[src/rtl/softmax_argmax.sv]
// -----------------------------------------------------------------------------
// softmax_argmax
//
// Purpose:
//   Streams one vector of unsigned softmax probabilities and reports the index
//   and value of the largest element, the number of elements taken and
//   (optionally) their sum. Results are registered when the vector closes and
//   held, with result_valid, until the consumer acknowledges them.
//
// Optional feature:
//   SOFTMAX_ARGMAX_SUM_EN - when defined, the sum accumulator is built and
//   prob_sum reports the sum of the accepted elements. When undefined no
//   accumulator exists and prob_sum is tied to 0.
//
// Ports:
//   clk1              in   single clock, rising edge
//   rst               in   synchronous active-high reset
//   valid_data        in   softmax_out_final is valid this cycle
//   softmax_out_final in   [DATA_WIDTH_OUT] unsigned probability
//   end_softmax       in   upstream vector is complete
//   result_ack        in   consumer has taken the result
//   argmax_idx        out  [IDX_WIDTH] index of the maximum element
//   argmax_val        out  [DATA_WIDTH_OUT] value of the maximum element
//   prob_sum          out  [SUM_WIDTH] sum of accepted elements
//   elem_cnt          out  [IDX_WIDTH+1] number of accepted elements
//   result_valid      out  results are valid and held
//   len_err           out  closed vector length differed from IFM_SIZE
//   overrun           out  data arrived while a result was held (sticky)
//   busy              out  FSM is not IDLE
// -----------------------------------------------------------------------------
module softmax_argmax #(
  parameter int DATA_WIDTH_OUT = 24,
  parameter int IFM_SIZE       = 1000,
  parameter int IDX_WIDTH      = 10,
  parameter int SUM_WIDTH      = 34
) (
  input  logic                      clk1,
  input  logic                      rst,
  input  logic                      valid_data,
  input  logic [DATA_WIDTH_OUT-1:0] softmax_out_final,
  input  logic                      end_softmax,
  input  logic                      result_ack,
  output logic [IDX_WIDTH-1:0]      argmax_idx,
  output logic [DATA_WIDTH_OUT-1:0] argmax_val,
  output logic [SUM_WIDTH-1:0]      prob_sum,
  output logic [IDX_WIDTH:0]        elem_cnt,
  output logic                      result_valid,
  output logic                      len_err,
  output logic                      overrun,
  output logic                      busy
);

  localparam logic [IDX_WIDTH:0] FULL_CNT = (IDX_WIDTH+1)'(IFM_SIZE);

  typedef enum logic [1:0] {
    IDLE  = 2'd0,
    ACCUM = 2'd1,
    HOLD  = 2'd2
  } state_t;

  state_t state_reg, state_next;

  // Working accumulators for the vector in progress.
  logic [DATA_WIDTH_OUT-1:0] max_reg, max_next;
  logic [IDX_WIDTH-1:0]      idx_reg, idx_next;
  logic [IDX_WIDTH:0]        cnt_reg, cnt_next;

  // Held results.
  logic [DATA_WIDTH_OUT-1:0] res_val_reg;
  logic [IDX_WIDTH-1:0]      res_idx_reg;
  logic [IDX_WIDTH:0]        res_cnt_reg;
  logic                      result_valid_reg;
  logic                      len_err_reg;
  logic                      overrun_reg;

  // Candidate values if the current element is taken.
  logic                      first_elem;
  logic                      take;
  logic                      close;
  logic                      gt_max;
  logic [DATA_WIDTH_OUT-1:0] upd_max;
  logic [IDX_WIDTH-1:0]      upd_idx;
  logic [IDX_WIDTH:0]        upd_cnt;

  // Values latched into the result registers on close: the current element
  // is folded in first when it arrives together with end_softmax.
  logic [DATA_WIDTH_OUT-1:0] fin_max;
  logic [IDX_WIDTH-1:0]      fin_idx;
  logic [IDX_WIDTH:0]        fin_cnt;

  // ---------------------------------------------------------------------------
  // Element update arithmetic
  // ---------------------------------------------------------------------------
  always_comb begin
    first_elem = (state_reg == IDLE);
    // Strict compare keeps the earliest index on ties.
    gt_max     = (softmax_out_final > max_reg);
    if (first_elem) begin
      upd_max = softmax_out_final;
      upd_idx = '0;
      upd_cnt = (IDX_WIDTH+1)'(1);
    end else begin
      upd_max = gt_max ? softmax_out_final : max_reg;
      // Index of the new element equals the count before it is taken.
      upd_idx = gt_max ? cnt_reg[IDX_WIDTH-1:0] : idx_reg;
      upd_cnt = cnt_reg + (IDX_WIDTH+1)'(1);
    end
  end

  // ---------------------------------------------------------------------------
  // Next-state and control
  // ---------------------------------------------------------------------------
  always_comb begin
    state_next = state_reg;
    take       = 1'b0;
    close      = 1'b0;
    case (state_reg)
      IDLE: begin
        // end_softmax alone is ignored here; with data it closes a
        // one-element vector.
        if (valid_data) begin
          take       = 1'b1;
          state_next = ACCUM;
          if ((upd_cnt == FULL_CNT) || end_softmax) begin
            close = 1'b1;
          end
        end
      end
      ACCUM: begin
        if (valid_data) begin
          take = 1'b1;
        end
        if ((valid_data && (upd_cnt == FULL_CNT)) || end_softmax) begin
          close = 1'b1;
        end
      end
      HOLD: begin
        if (result_ack) begin
          state_next = IDLE;
        end
      end
      default: begin
        state_next = IDLE;
      end
    endcase
    if (close) begin
      state_next = HOLD;
    end
  end

  always_comb begin
    max_next = max_reg;
    idx_next = idx_reg;
    cnt_next = cnt_reg;
    if (take) begin
      max_next = upd_max;
      idx_next = upd_idx;
      cnt_next = upd_cnt;
    end
    fin_max = max_next;
    fin_idx = idx_next;
    fin_cnt = cnt_next;
  end

  // ---------------------------------------------------------------------------
  // State register
  // ---------------------------------------------------------------------------
  always_ff @(posedge clk1) begin
    if (rst) begin
      state_reg <= IDLE;
    end else begin
      state_reg <= state_next;
    end
  end

  // ---------------------------------------------------------------------------
  // Working accumulators
  // ---------------------------------------------------------------------------
  always_ff @(posedge clk1) begin
    if (rst) begin
      max_reg <= '0;
      idx_reg <= '0;
      cnt_reg <= '0;
    end else begin
      max_reg <= max_next;
      idx_reg <= idx_next;
      cnt_reg <= cnt_next;
    end
  end

  // ---------------------------------------------------------------------------
  // Result registers and status flags
  // ---------------------------------------------------------------------------
  always_ff @(posedge clk1) begin
    if (rst) begin
      res_val_reg      <= '0;
      res_idx_reg      <= '0;
      res_cnt_reg      <= '0;
      result_valid_reg <= 1'b0;
      len_err_reg      <= 1'b0;
      overrun_reg      <= 1'b0;
    end else begin
      if (close) begin
        res_val_reg      <= fin_max;
        res_idx_reg      <= fin_idx;
        res_cnt_reg      <= fin_cnt;
        len_err_reg      <= (fin_cnt != FULL_CNT);
        result_valid_reg <= 1'b1;
      end else if ((state_reg == HOLD) && result_ack) begin
        result_valid_reg <= 1'b0;
      end
      // Data arriving while a result is held is dropped and flagged,
      // including on the acknowledge cycle.
      if ((state_reg == HOLD) && valid_data) begin
        overrun_reg <= 1'b1;
      end
    end
  end

  // ---------------------------------------------------------------------------
  // Optional probability sum
  // ---------------------------------------------------------------------------
`ifdef SOFTMAX_ARGMAX_SUM_EN
  logic [SUM_WIDTH-1:0] sum_reg, sum_next;
  logic [SUM_WIDTH-1:0] res_sum_reg;
  logic [SUM_WIDTH-1:0] upd_sum;

  always_comb begin
    if (first_elem) begin
      upd_sum = SUM_WIDTH'(softmax_out_final);
    end else begin
      upd_sum = sum_reg + SUM_WIDTH'(softmax_out_final);
    end
    sum_next = take ? upd_sum : sum_reg;
  end

  always_ff @(posedge clk1) begin
    if (rst) begin
      sum_reg     <= '0;
      res_sum_reg <= '0;
    end else begin
      sum_reg <= sum_next;
      if (close) begin
        res_sum_reg <= sum_next;
      end
    end
  end

  assign prob_sum = res_sum_reg;
`else
  assign prob_sum = '0;
`endif

  // ---------------------------------------------------------------------------
  // Outputs
  // ---------------------------------------------------------------------------
  assign argmax_idx   = res_idx_reg;
  assign argmax_val   = res_val_reg;
  assign elem_cnt     = res_cnt_reg;
  assign result_valid = result_valid_reg;
  assign len_err      = len_err_reg;
  assign overrun      = overrun_reg;
  assign busy         = (state_reg != IDLE);

endmodule

[config.mk]
export PLATFORM = sky130hd
export DESIGN_NAME = softmax_argmax
export DESIGN_NICKNAME = d
export VERILOG_FILES = /design/src/rtl/softmax_argmax.sv
export SDC_FILE = /design/constraint.sdc
export NUM_CORES = 1
export LEC_CHECK = 0
export ABC_AREA = 1
export CORE_MARGIN = 5
export CORE_UTILIZATION = 30
export CTS_BUF_LIST = sky130_fd_sc_hd__clkbuf_4
export DETAILED_ROUTE_END_ITERATION = 10
export DONT_BUFFER_PORTS = 1
export PLACE_DENSITY = 0.46
export SYNTH_ARGS = -nofsm -noshare
export SYNTH_HDL_FRONTEND = slang
export SYNTH_SLANG_ARGS = --single-unit
[constraint.sdc]
create_clock -name clk1 -period 2.6 [get_ports clk1]
set_input_delay 0.52 -clock clk1 [delete_from_list [all_inputs] [get_ports clk1]]
set_output_delay 0.52 -clock clk1 [all_outputs]
set_load 0.05 [all_outputs]
=== Word level (Yosys, flattened, before mapping) ===
Cells that the tools add are included.

* Logic and storage cells: 55
* Register bits after elaboration: 95
* Output and inout port bits: 83
* Input port bits: 29

* Reductions and logical operators: 12
* $lt $le $gt $ge: 1
* Bitwise logic cells: 1
* Add/sub/neg operators: 1
* Equal/unequal tests: 9
* Mux-type cells: 20

{| class="wikitable"
|+ Operators by type and width
! cell !! count
|-
| $mux 24 || 3
|-
| $mux 10 || 3
|-
| $gt 24x24->1 || 1
|-
| $mux 11 || 2
|-
| $add 11x1->11 const B || 1
|-
| $eq 11x10->1 const B || 1
|-
| $ne 11x10->1 const B || 1
|-
| $mux 1 || 7
|-
| $mux 2 || 3
|-
| $ne 2x2->1 const B || 3
|-
| $pmux 2 s3 || 1
|-
| $reduce_and 3->1 || 2
|-
| $reduce_bool 2->1 || 2
|-
| $reduce_or 2->1 || 2
|-
| $logic_and 1x1->1 || 3
|-
| $ne 3x2->1 const B || 1
|-
| $ne 3x3->1 const B || 1
|-
| $eq 2x1->1 const B || 1
|-
| $eq 2x2->1 const B || 1
|-
| $logic_not 2->1 || 1
|-
| $logic_or 1x1->1 || 2
|-
| $pmux 1 s2 || 1
|-
| $not 1->1 || 1
|}

=== Depth between registers and ports, before layout ===
Gate-level depths: netlist (run 1).

* Word-level depth: 9
* Gate-level depth with buffers: 17
* Gate-level depth less buffers: 16

=== Least setup slack after synthesis (run 1) ===
OpenSTA, ideal clock, no wires.

* Path type: input-to-reg
* From: input softmax_out_final[15]
* To: register max_reg[10]
* Required time: 2472 ps
* Setup time: 128 ps
* Path slack: 504 ps
* Data arrival time: 1969 ps
* Stages on the path: 13
* Path through: ha_1 > nand2_1 > nor2_1 > nand4_1 > nor2_1 > nand2_1 > nand3_1 > nand3_2 > nand2_1 > buf_2 > nand2_1 > nand2_1 > nor2_1

* Longest elaborated chain between the ends: 4

{| class="wikitable"
|+ Ends and longest elaborated chain
! element !! line !! RTL
|-
| start: declaration || 40 || <nowiki>input logic [DATA_WIDTH_OUT-1:0] softmax_out_final,</nowiki>
|-
| $gt 24x24->1 || 97 || <nowiki>gt_max = (softmax_out_final > max_reg);</nowiki>
|-
| $mux 24 || 103 || <nowiki>upd_max = gt_max ? softmax_out_final : max_reg;</nowiki>
|-
| $mux 24 || 98 || <nowiki>if (first_elem) begin</nowiki>
|-
| $mux 24 || 155 || <nowiki>if (take) begin</nowiki>
|-
| end signal: assignment || 185 || <nowiki>max_reg <= max_next;</nowiki>
|-
| end: declaration || 64 || <nowiki>logic [DATA_WIDTH_OUT-1:0] max_reg, max_next;</nowiki>
|}

No other way between the ends.
A chain may end at the register's enable or synchronous reset.

=== Final worst setup path (run 1) ===
* From: register max_reg[15]
* To: register res_idx_reg[6] (netlist: argmax_idx[6])

* Longest elaborated chain between the ends: 4

{| class="wikitable"
|+ Ends and longest elaborated chain
! element !! line !! RTL
|-
| $gt 24x24->1 || 97 ||
|-
| $mux 10 || 105 || <nowiki>upd_idx = gt_max ? cnt_reg[IDX_WIDTH-1:0] : idx_reg;</nowiki>
|-
| $mux 10 || 98 ||
|-
| $mux 10 || 155 ||
|-
| end signal: assignment || 205 || <nowiki>res_idx_reg <= fin_idx;</nowiki>
|-
| end: declaration || 70 || <nowiki>logic [IDX_WIDTH-1:0] res_idx_reg;</nowiki>
|}

No other way between the ends.

==> metrics.md, run 1 <==
| Metric | Value |
|---|---|
| Post-CTS Setup Repair Bufs | `0` |
| RR Endpoint | `argmax_idx[6]` |
| Tightest Pin Transition | `0.597 ns` |
| First-pass GRT wire length | `21,300 um` |
| Clock root buffer | `clkbuf_4` |
| Number of sinks on the clock net | `95` |
| Netlist cell types | `32` |
| Gate power share | `0.236` |
| Crit path launch type | `flop` |
| Final core utilization | `0.322` |
| Drt via density | `4.18` |
| Hold path cells | `1` |
| Die height | `143 um` |
| Mapped Avg Cell Area | `6.68 um^2` |
| Nets | `849` |
| Yosys reg bits | `95` |
| Vias | `4,275` |
| Drt pass-1 iters | `5` |
| Worst vdd ir | `0.275 mV` |
| CP max stage delay | `0.34 ns` |
| # H-tree levels | `3` |
| Final setup fails | `0` |
| Max-Cap Viols | `0` |
| Final hold viol count | `0` |
| Critical path class | `flop to flop` |
| CP endpoint kind | `flop` |
| DR WL/cell | `13.1 um` |
| Req. time, crit path | `2.95 ns` |
| Cells along the critical path | `inv_1 -> ha_1 -> nand2_1 -> nor2_1 -> nand4_1 -> nor2_1 -> nand4_1 -> buf_4 -> nand2_1 -> nand2_1 -> nand2_1 -> a21oi_2` |
| Worst setup margin | `0.432 ns` |
| Final ANT Viol Nets | `0` |
| Reg-to-Reg Start | `max_reg[15]` |
| Cell repeated most along the worst path | `nand2_1` |
| Die width | `143 um` |
| Setup TNS | `0 ns` |
| Worst-case clock buffer depth | `2` |
| Mapped Area | `5330 um^2` |
| Core box area | `17,400 um^2` |
| Clock network fraction of design power | `0.230` |
| Place WS | `0.233 ns` |
| Flop pwr share | `0.535` |
| Worst slew margin | `0.602` |
| HP Class | `input port to flop` |
| Reg2reg path depth | `12` |
| Fin crit share | `0.834` |
| Initial antenna violation count | `1` |
| CP delay by family, top | `simple AND/OR/NAND/NOR gates` |
| Status | `finished, final reports clean` |
| Min Tclk post-route | `2.17 ns` |
| WP data arrival | `2.52 ns` |
| Global Route Usage Sum | `0.132` |
| HPWL Detailed | `9460 um` |
| Slowest cell on the critical path | `dfxtp_1` |
| CP Buf/Inv Count | `2` |
| Peak Freq | `0.461 GHz` |
| Post-synth ARST share | `0` |
| RSZ-0062 raised after global routing | `false` |
| Register clock-pin slew on the reported worst setup and hold paths | `0.14 ns` |
| R2R setup slack | `0.43 ns` |
| Worst setup path endpoint | `argmax_idx[6]` |
| Pwr Density | `619 nW/um^2` |
| Hold buffer count at cts | `0` |
| CP max FO | `11` |
| Grt ovf | `0` |
| Post-cts sizing count | `0` |
| Mapped Cells | `798` |
| Switching power | `1330 uW` |
| Share of layout cells above drive strength 1 | `0.0928` |
| Clock skew | `0.0239 ns` |
| CTS tree | `done` |
| PortBufs | `0` |
| Synth top area share | `0.357` |
| First DRT Iteration DRCs | `197` |
| Largest net degree at the start of global routing | `50` |
| Synth warn | `0` |
| Final wirelength | `13,400 um` |
| Placed Area | `5460 um^2` |
| Synth area leader | `dfxtp_1` |
| DIE AREA | `20,500 um^2` |
| FILL cells | `1,914` |
| Switch share | `0.384` |
| CTS Buf Count | `9` |
| Crit. path cell count | `12` |
| Max-slew violations | `0` |
| Clock Latency Late Sink | `0.47 ns` |
| Remaining DRCs | `0` |
| Internal power | `2130 uW` |
| Worst setup path startpoint | `max_reg[15]` |
| Rows | `48` |
| Design area | `5580 um^2` |
| Vias in the first global route | `3,947` |
| Synth-to-layout area growth | `4.72%` |
| EDFF count, synth | `0` |
| Post-synthesis sequential area ratio | `0.357` |
| Pleak | `0.00277 uW` |
| Dominant synthesized flop cell | `dfxtp_1` |
| Main area contributors after synthesis | `dfxtp_1, nand2_1, inv_1, nor2_1, ha_1` |
| Boundary pin count | `112` |
| Initial Util | `0.307` |
| Global placer's final weighted congestion | `0.789` |
[power by group through the flow]
| stage | Combinational, uW | Clock, uW | Sequential, uW |
|---|---|---|---|
| final | 813 | 792 | 1850 |
| after global routing | 939 | 896 | 1860 |
| after global placement | 827 | 0 | 1890 |
| after detailed placement | 822 | 0 | 1890 |
| after floorplan | 719 | 0 | 1860 |
| after CTS | 826 | 856 | 1850 |
[cell usage after synthesis (2+ instances only)]
master    count
a21oi_2      31
buf_4        36
buf_1         2
nor2_1       86
o21ai_0      12
nand4_1       6
buf_2         9
nand3_2       2
o21a_1        2
a21oi_1      15
buf_6         8
a21o_1        2
inv_1       129
nor3_1        4
dfxtp_1      95
nand2_2       2
nand3_1      54
ha_1         25
nor2_2        2
nand2_1     254
clkbuf_1     11
[per-stage QoR]
step | hold slack [ns] | instances | total power (uW)
2_1_floorplan | 0.505 | 831 | 2580
3_3_place_gp | 0.537 | 1009 | 2710
3_5_place_dp | 0.533 | 1009 | 2710
4_1_cts | 0.0585 | 1022 | 3540
5_1_grt | 0.0566 | 1023 | 3700
6_report | 0.112 | 1023 | 3450
[final cells by class]
| class | instances | area [um^2] | share of cell area |
|---|---|---|---|
| inverter | 131 | 497 | 0.0890 |
| multi-input combinational | 539 | 2600 | 0.466 |
| clock buffer | 11 | 82.6 | 0.0148 |
| antenna | 1 | 2.50 | 0.000448 |
| tap | 225 | 282 | 0.0504 |
| clock inverter | 2 | 35.0 | 0.00628 |
| sequential | 95 | 1900 | 0.341 |
| timing repair buffer | 19 | 180 | 0.0323 |
[per-layer routing]
layer  GRT usage  wire [um]  up-vias
li1            -          -     2336
met1       0.174       6350     1825
met2       0.201       5690      105
met3      0.0496       1220        9
met4      0.0382        151        0
met5           0          0        -
[cells in the final DEF (no fill, tap or decap), drive strengths merged]
cell,count
nand3,56
dfxtp,95
nand2,258
buf,19
a31oi,1
clkbuf,11
nand4,6
nor2,89
nand3b,1
o22ai,1
a21oi,46
ha,25
bufinv,1
o21ai,13
and2,1
diode,1
a21o,2
conb,34
clkinv,1
o21a,2
inv,131
nor3,4
[logic make-up (layout without fill, tap and decap cells)]
family	after synthesis	after routing	synth area share
AOI/OAI and AO/OA	65	65	0.0852
adders and majority gates	25	25	0.0587
buffers and inverters	197	163	0.178
and+or+nand+nor	415	415	0.320
DFF	95	95	0.357
other	1	35	0.000704
[worst register-to-register path, cell delays in order, from the launching register on]
cell	delay [ns]
dfxtp_1	0.34
inv_1	0.05
ha_1	0.28
nand2_1	0.07
nor2_1	0.14
nand4_1	0.09
nor2_1	0.15
nand4_1	0.16
buf_4	0.22
nand2_1	0.29
nand2_1	0.09
nand2_1	0.12
a21oi_2	0.06
[worst min path at each step]
stage                 start      endpoint  slack (ns)
2_1_floorplan    cnt_reg[7]    cnt_reg[7]        0.51
6_report                rst    max_reg[5]        0.11
3_3_place_gp   state_reg[1]  state_reg[1]        0.54
5_1_grt                 rst    max_reg[6]        0.06
4_1_cts                 rst    max_reg[5]        0.06
3_5_place_dp   state_reg[1]  state_reg[1]        0.53
No activity file was read; power rests on OpenSTA's default activity.
==> run 2, diff against run 1 <==
Settings changed: PLACE_DENSITY 0.46 to 0.47.
Clock period 2.6 ns to 1.8 ns, I/O delays scaled along.
==> run 2 against run 1 <==
  * The run now ends with setup timing left
  * Critical path depth up 2
  * Non-clock buffer count up 57
  * Critical path type unchanged
  * First-iteration DRC count down 8.6%
  * Register-to-register slack worse by 0.72 ns
  * Global-route usage up 1.5 points
  * Wire length up 10%
  * Power up 63%
  * Sequential cell count unchanged
  * Hold slack worse by 0.036 ns
  * Design area up 20%
  * Core utilization up 6.4 points
  * Die area unchanged
==> metrics.md, run 2 (synthesis gave the netlist of run 1 again) <==
| Metric | Value |
|---|---|
| Drt via density | `4.31 (+3.0%)` |
| Max-slew violations | `0 (unchanged)` |
| Commonest non-fill, non-tap cell in the layout | `nand2_1` |
| CTS Buf Count | `9 (unchanged)` |
| Pleak | `0.00319 uW (+15%)` |
| CTS tree | `done` |
| Req. time, crit path | `2.19 ns (-0.76 ns)` |
| Initial Util | `0.307 (unchanged)` |
| Vias in the first global route | `4,358 (+10%)` |
| Share of layout cells above drive strength 1 | `0.283 (+0.190)` |
| Die height | `143 um (unchanged)` |
| Initial antenna violation count | `1 (unchanged)` |
| Die width | `143 um (unchanged)` |
| Tightest Pin Transition | `0.591 ns (-0.00555 ns)` |
| First DRT Iteration DRCs | `180 (-8.6%)` |
| Global Route Usage Sum | `0.146 (+0.0146)` |
| R2R setup slack | `-0.29 ns (-0.72 ns)` |
| Register clock-pin slew on the reported worst setup and hold paths | `0.15 ns (about the same)` |
| CP endpoint kind | `flop` |
| PortBufs | `0 (unchanged)` |
| Pwr Density | `844 nW/um^2 (+36%)` |
| Nets | `908 (+6.9%)` |
| Worst setup margin | `-0.288 ns (-0.720 ns)` |
| Total power | `5640 uW (+63%)` |
| Rows | `48 (unchanged)` |
| WL met2 | `6600 um (+16%)` |
| DR WL/cell | `13.6 um (+3.9%)` |
| # H-tree levels | `3 (unchanged)` |
| HPWL Detailed | `10,100 um (+6.5%)` |
| CP max FO | `8 (-3)` |
| Final wirelength | `14,800 um (+10%)` |
| Min Tclk post-route | `2.09 ns (-0.0799 ns)` |
| Crit path launch type | `flop` |
| Critical path class | `flop to flop` |
| Drt pass-1 iters | `7 (+2)` |
| DIE AREA | `20,500 um^2 (unchanged)` |
| Number of sinks on the clock net | `95 (unchanged)` |
| Hold Slack | `0.0763 ns (-0.0359 ns)` |
| Final hold viol count | `0 (unchanged)` |
| Most frequent cells in the layout | `nand2_1, inv_1, dfxtp_1` |
| Max Used Layer | `met4` |
| Clock Latency Late Sink | `0.48 ns (about the same)` |
| Synth-to-layout area growth | `25.5%` |
| Worst slew margin | `0.605 (+0.00370)` |
| Worst vdd ir | `0.482 mV (+75%)` |
| Peak Freq | `0.479 GHz (+3.8%)` |
| Grt ovf | `0 (unchanged)` |
| Status | `finished with violations` |
| Boundary pin count | `112 (unchanged)` |
| Met3 routed WL | `1200 um (-1.7%)` |
| Vias | `4,671 (+9.3%)` |
| First-pass GRT wire length | `23,400 um (+9.7%)` |
| Fin crit share | `1.16 (+0.326)` |
| Final ANT Viol Nets | `0 (unchanged)` |
| Global placer's final weighted congestion | `0.836 (+5.9%)` |
| FILL cells | `1,883 (-1.6%)` |
| Max-Cap Viols | `0 (unchanged)` |
| Place WS | `-0.331 ns (-0.564 ns)` |
| Remaining DRCs | `0 (unchanged)` |
| Violated checks | `setup timing` |
| Largest net degree at the start of global routing | `49 (-2.0%)` |
| HP Class | `input port to flop` |
| Worst-case clock buffer depth | `2 (unchanged)` |
| RSZ-0062 raised after global routing | `true` |
| Core box area | `17,400 um^2 (unchanged)` |
| M1 WL | `6900 um (+8.6%)` |
| Final setup fails | `82 (+82)` |
| Clock root buffer | `clkbuf_4` |
| Clock skew | `0.0143 ns (-0.00956 ns)` |
| WP data arrival | `2.48 ns (-0.04 ns)` |
-- run 2: critical path, stage by stage, from the launching register on --
cell and delay (ns):
dfxtp_2 0.35, inv_2 0.04, ha_4 0.26, nand2_4 0.05
nor2_4 0.10, nand4_1 0.17, nor2_4 0.14, nand4_1 0.18
buf_4 0.20, buf_6 0.13, nand2_4 0.07, buf_12 0.14
nand2_2 0.05, nand2_2 0.06, a21oi_1 0.05
-- run 2: per-layer routing --
metal / track usage / up-vias
li1: - / 2464
met1: 0.191 / 2107
met2: 0.228 / 94
met3: 0.0603 / 6
met4: 0.0317 / 0
met5: 0 / -
-- run 2: final timing paths --
path | startpoint | cells after the start | to
worst max-delay path | max_reg[15] | 14 | argmax_idx[1]
worst min-delay path | result_ack | 2 | state_reg[1]
worst max register to register | max_reg[15] | 14 | argmax_idx[1]
worst min register to register | idx_reg[4] | 4 | idx_reg[4]
-- run 2: final cells by class --
| cell class | count | area, um^2 | area share |
|---|---|---|---|
| antenna | 1 | 2.50 | 0.000374 |
| clock buffer | 11 | 82.6 | 0.0123 |
| timing repair inverter | 1 | 16.3 | 0.00243 |
| timing repair buffer | 76 | 787 | 0.118 |
| multi-input combinational | 540 | 3010 | 0.450 |
| inverter | 131 | 507 | 0.0757 |
| clock inverter | 5 | 82.6 | 0.0123 |
| tap | 225 | 282 | 0.0421 |
| sequential | 95 | 1920 | 0.287 |
-- run 2: metrics by stage --
stage	cells	utilization	TNS, ns	area [um^2]
floorplan	831	-	-0.151	5580
global placement	1055	0.341	-17.42	5920
detailed placement	1055	0.341	-21.59	5920
CTS	1083	0.373	-18.77	6470
global route	1085	0.385	-25.38	6690
finish	1085	0.385	-16.33	6690
-- run 2: power breakdown --
part	leakage, uW	internal, uW	switching, uW
registers	0.000786	2270	404
logic	0.00232	615	985
clock network	0.0000793	594	773
total	0.00319	3480	2160
-- run 2: what timing repair did --
item | 4_1_cts | 5_1_grt
gates resized for setup | 67 | 70
hold endpoints to repair | 48 | 0
pin swaps | 9 | 31
hold buffers | 1 | 0
endpoints found under the setup margin | 82 | 82
gates cloned | 7 | 0
setup buffers | 4 | 1
==> run 3, diff against run 2 <==
Settings changed: CORE_ASPECT_RATIO set to 1.75.
==> run 3 against run 2 <==
  * The flow still finishes with violations (setup timing)
  * Combinational power grew 11%
  * Core utilization grew 1.2 points
  * Critical path depth shrank 1
  * Sequential share of layout area shrank 0.99 points
  * Non-clock buffer count grew 5
  * Die area grew 0.52%
  * Via count grew 2.7%
  * Highest routed layer unchanged
==> metrics.md, run 3 (synthesis gave the netlist of run 1 again) <==
| Metric | Value |
|---|---|
| Vias in the first global route | `4,672 (+7.2%)` |
| Global placer's final weighted congestion | `0.896 (+7.2%)` |
| Initial Util | `0.305 (-0.00176)` |
| CP Buf/Inv Count | `2 (-2)` |
| Setup TNS | `-11.49 ns (+4.84 ns)` |
| Clock Latency Late Sink | `0.49 ns (about the same)` |
| Core box area | `17,500 um^2 (+0.58%)` |
| CP max stage delay | `0.35 ns (about the same)` |
| Drt pass-1 iters | `4 (-3)` |
| Crit path launch type | `flop` |
| Min Tclk post-route | `1.99 ns (-0.101 ns)` |
| Vias | `4,795 (+2.7%)` |
| # H-tree levels | `3 (unchanged)` |
| Status | `finished with violations` |
| Boundary pin count | `112 (unchanged)` |
| Synth-to-layout area growth | `30.1%` |
| PortBufs | `0 (unchanged)` |
| DIE AREA | `20,600 um^2 (+0.52%)` |
| RSZ-0062 raised after global routing | `true` |
| Critical path class | `flop to flop` |
| Final setup fails | `80 (-2.4%)` |
| Die width | `111 um (-23%)` |
| Final wirelength | `16,300 um (+10%)` |
| Number of sinks on the clock net | `95 (unchanged)` |
| Rows | `64 (+33%)` |
| Nets | `915 (+0.77%)` |
| Peak Freq | `0.503 GHz (+5.1%)` |
| CP delay by family, top | `simple AND/OR/NAND/NOR gates` |
| Cells along the critical path | `inv_2 -> ha_4 -> nand2_4 -> nor2_4 -> nand4_1 -> nor2_2 -> nand4_1 -> buf_6 -> nand3_4 -> nand2_4 -> nand2_1 -> nand2_1 -> a21oi_2` |
| Final cell count without fillers | `1,098 (+1.2%)` |
| Commonest non-fill, non-tap cell in the layout | `nand2_1` |
| Req. time, crit path | `2.23 ns (+0.04 ns)` |
| Drt via density | `4.37 (+1.4%)` |
| Tightest Pin Transition | `0.590 ns (-0.00122 ns)` |
| Slowest cell on the critical path | `dfxtp_2` |
| Max-Cap Viols | `0 (unchanged)` |
| Fin crit share | `1.10 (-0.0562)` |
| Pleak | `0.00327 uW (+2.7%)` |
| Clock root buffer | `clkbuf_4` |
| Final hold viol count | `0 (unchanged)` |
| Worst slew margin | `0.606 (+0.000813)` |
| Placed cells | `1,058 (+0.28%)` |
| Clock skew | `0.0226 ns (+0.00829 ns)` |
| Max-slew violations | `0 (unchanged)` |
| CP endpoint kind | `flop` |
| HP Class | `input port to flop` |
| Worst vdd ir | `0.328 mV (-32%)` |
| Final ANT Viol Nets | `0 (unchanged)` |
| First-pass GRT wire length | `24,300 um (+4.1%)` |
| Violated checks | `setup timing` |
| Die height | `186 um (+30%)` |
| Global Route Usage Sum | `0.149 (+0.00281)` |
| Remaining DRCs | `0 (unchanged)` |
| Share of layout cells above drive strength 1 | `0.313 (+0.0300)` |
| Pwr Density | `819 nW/um^2 (-3.0%)` |
| Register clock-pin slew on the reported worst setup and hold paths | `0.16 ns (about the same)` |
| CTS tree | `done` |
| Most frequent cells in the layout | `nand2_1, inv_1, dfxtp_1` |
| DR WL/cell | `14.8 um (+8.8%)` |
| CP max FO | `12 (+4)` |
| CTS Buf Count | `9 (unchanged)` |
| Worst setup margin | `-0.187 ns (+0.101 ns)` |
| Grt ovf | `0 (unchanged)` |
| Initial antenna violation count | `1 (unchanged)` |
| WP data arrival | `2.42 ns (-0.06 ns)` |
| Worst-case clock buffer depth | `2 (unchanged)` |
| First DRT Iteration DRCs | `110 (-39%)` |
| Largest net degree at the start of global routing | `49 (unchanged)` |
| HPWL Detailed | `10,800 um (+7.4%)` |
[run 3: changes by cell type in the layout (fill, tap and decap cells not counted), sizes merged]
cell / before / now
clkbuf: 11 / 13
clkinv: 1 / 7
bufinv: 2 / 1
nand2: 259 / 261
clkinvlp: 3 / 0
buf: 76 / 77
[run 3: what timing repair did]
item                                    in CTS  in global routing
gates cloned                                 3                  8
endpoints found under the hold margin       48                  0
resized for setup                           61                102
pin swaps                                   16                 16
buffers inserted                             7                  5
endpoints found under the setup margin      82                 83
hold buffers                                 1                  0
[run 3: per-layer routing]
| metal | up-vias | track usage | wire, um |
|---|---|---|---|
| li1 | 2486 | - | - |
| met1 | 2183 | 0.147 | 6040 |
| met5 | - | 0 | 0 |
| met2 | 98 | 0.290 | 8900 |
| met3 | 28 | 0.0311 | 732 |
| met4 | 0 | 0.0697 | 612 |
[run 3: through the flow]
stage	area (um^2)	worst slack [ns]	power (uW)	hold WS, ns	utilization
3_5_place_dp	5910	-0.369	4070	0.443	0.338
2_1_floorplan	5580	-0.0189	3770	0.506	-
3_3_place_gp	5910	-0.344	4060	0.441	0.338
6_report	6930	-0.187	5680	0.0531	0.397
5_1_grt	6930	-0.342	6020	0.0275	0.397
4_1_cts	6370	-0.180	5480	0.0195	0.365
[run 3: final timing paths]
| path | to | slack, ns | cells after the start | from |
|---|---|---|---|---|
| worst max-delay path | argmax_val[22] | -0.19 | 13 | max_reg[13] |
| worst min-delay path | state_reg[1] | 0.05 | 2 | result_ack |
| worst max register to register | argmax_val[22] | -0.19 | 13 | max_reg[13] |
| worst min register to register | idx_reg[7] | 0.57 | 4 | idx_reg[7] |
[run 3: final cells by class]
class | count | area, um^2
repair inverters | 1 | 16.3
repair buffers | 81 | 866
inverters | 131 | 504
diodes | 1 | 2.50
clock inverters | 7 | 63.8
well taps | 231 | 289
flip-flops and latches | 95 | 1920
multi-input cells | 542 | 3200
clock buffers | 9 | 67.6
fillers | 1873 | 10500
[run 3: where the power goes]
group / internal, uW / total, uW / switching (uW)
combinational: 710 / 1780 / 1070
sequential: 2270 / 2680 / 403
clock: 415 / 1220 / 807
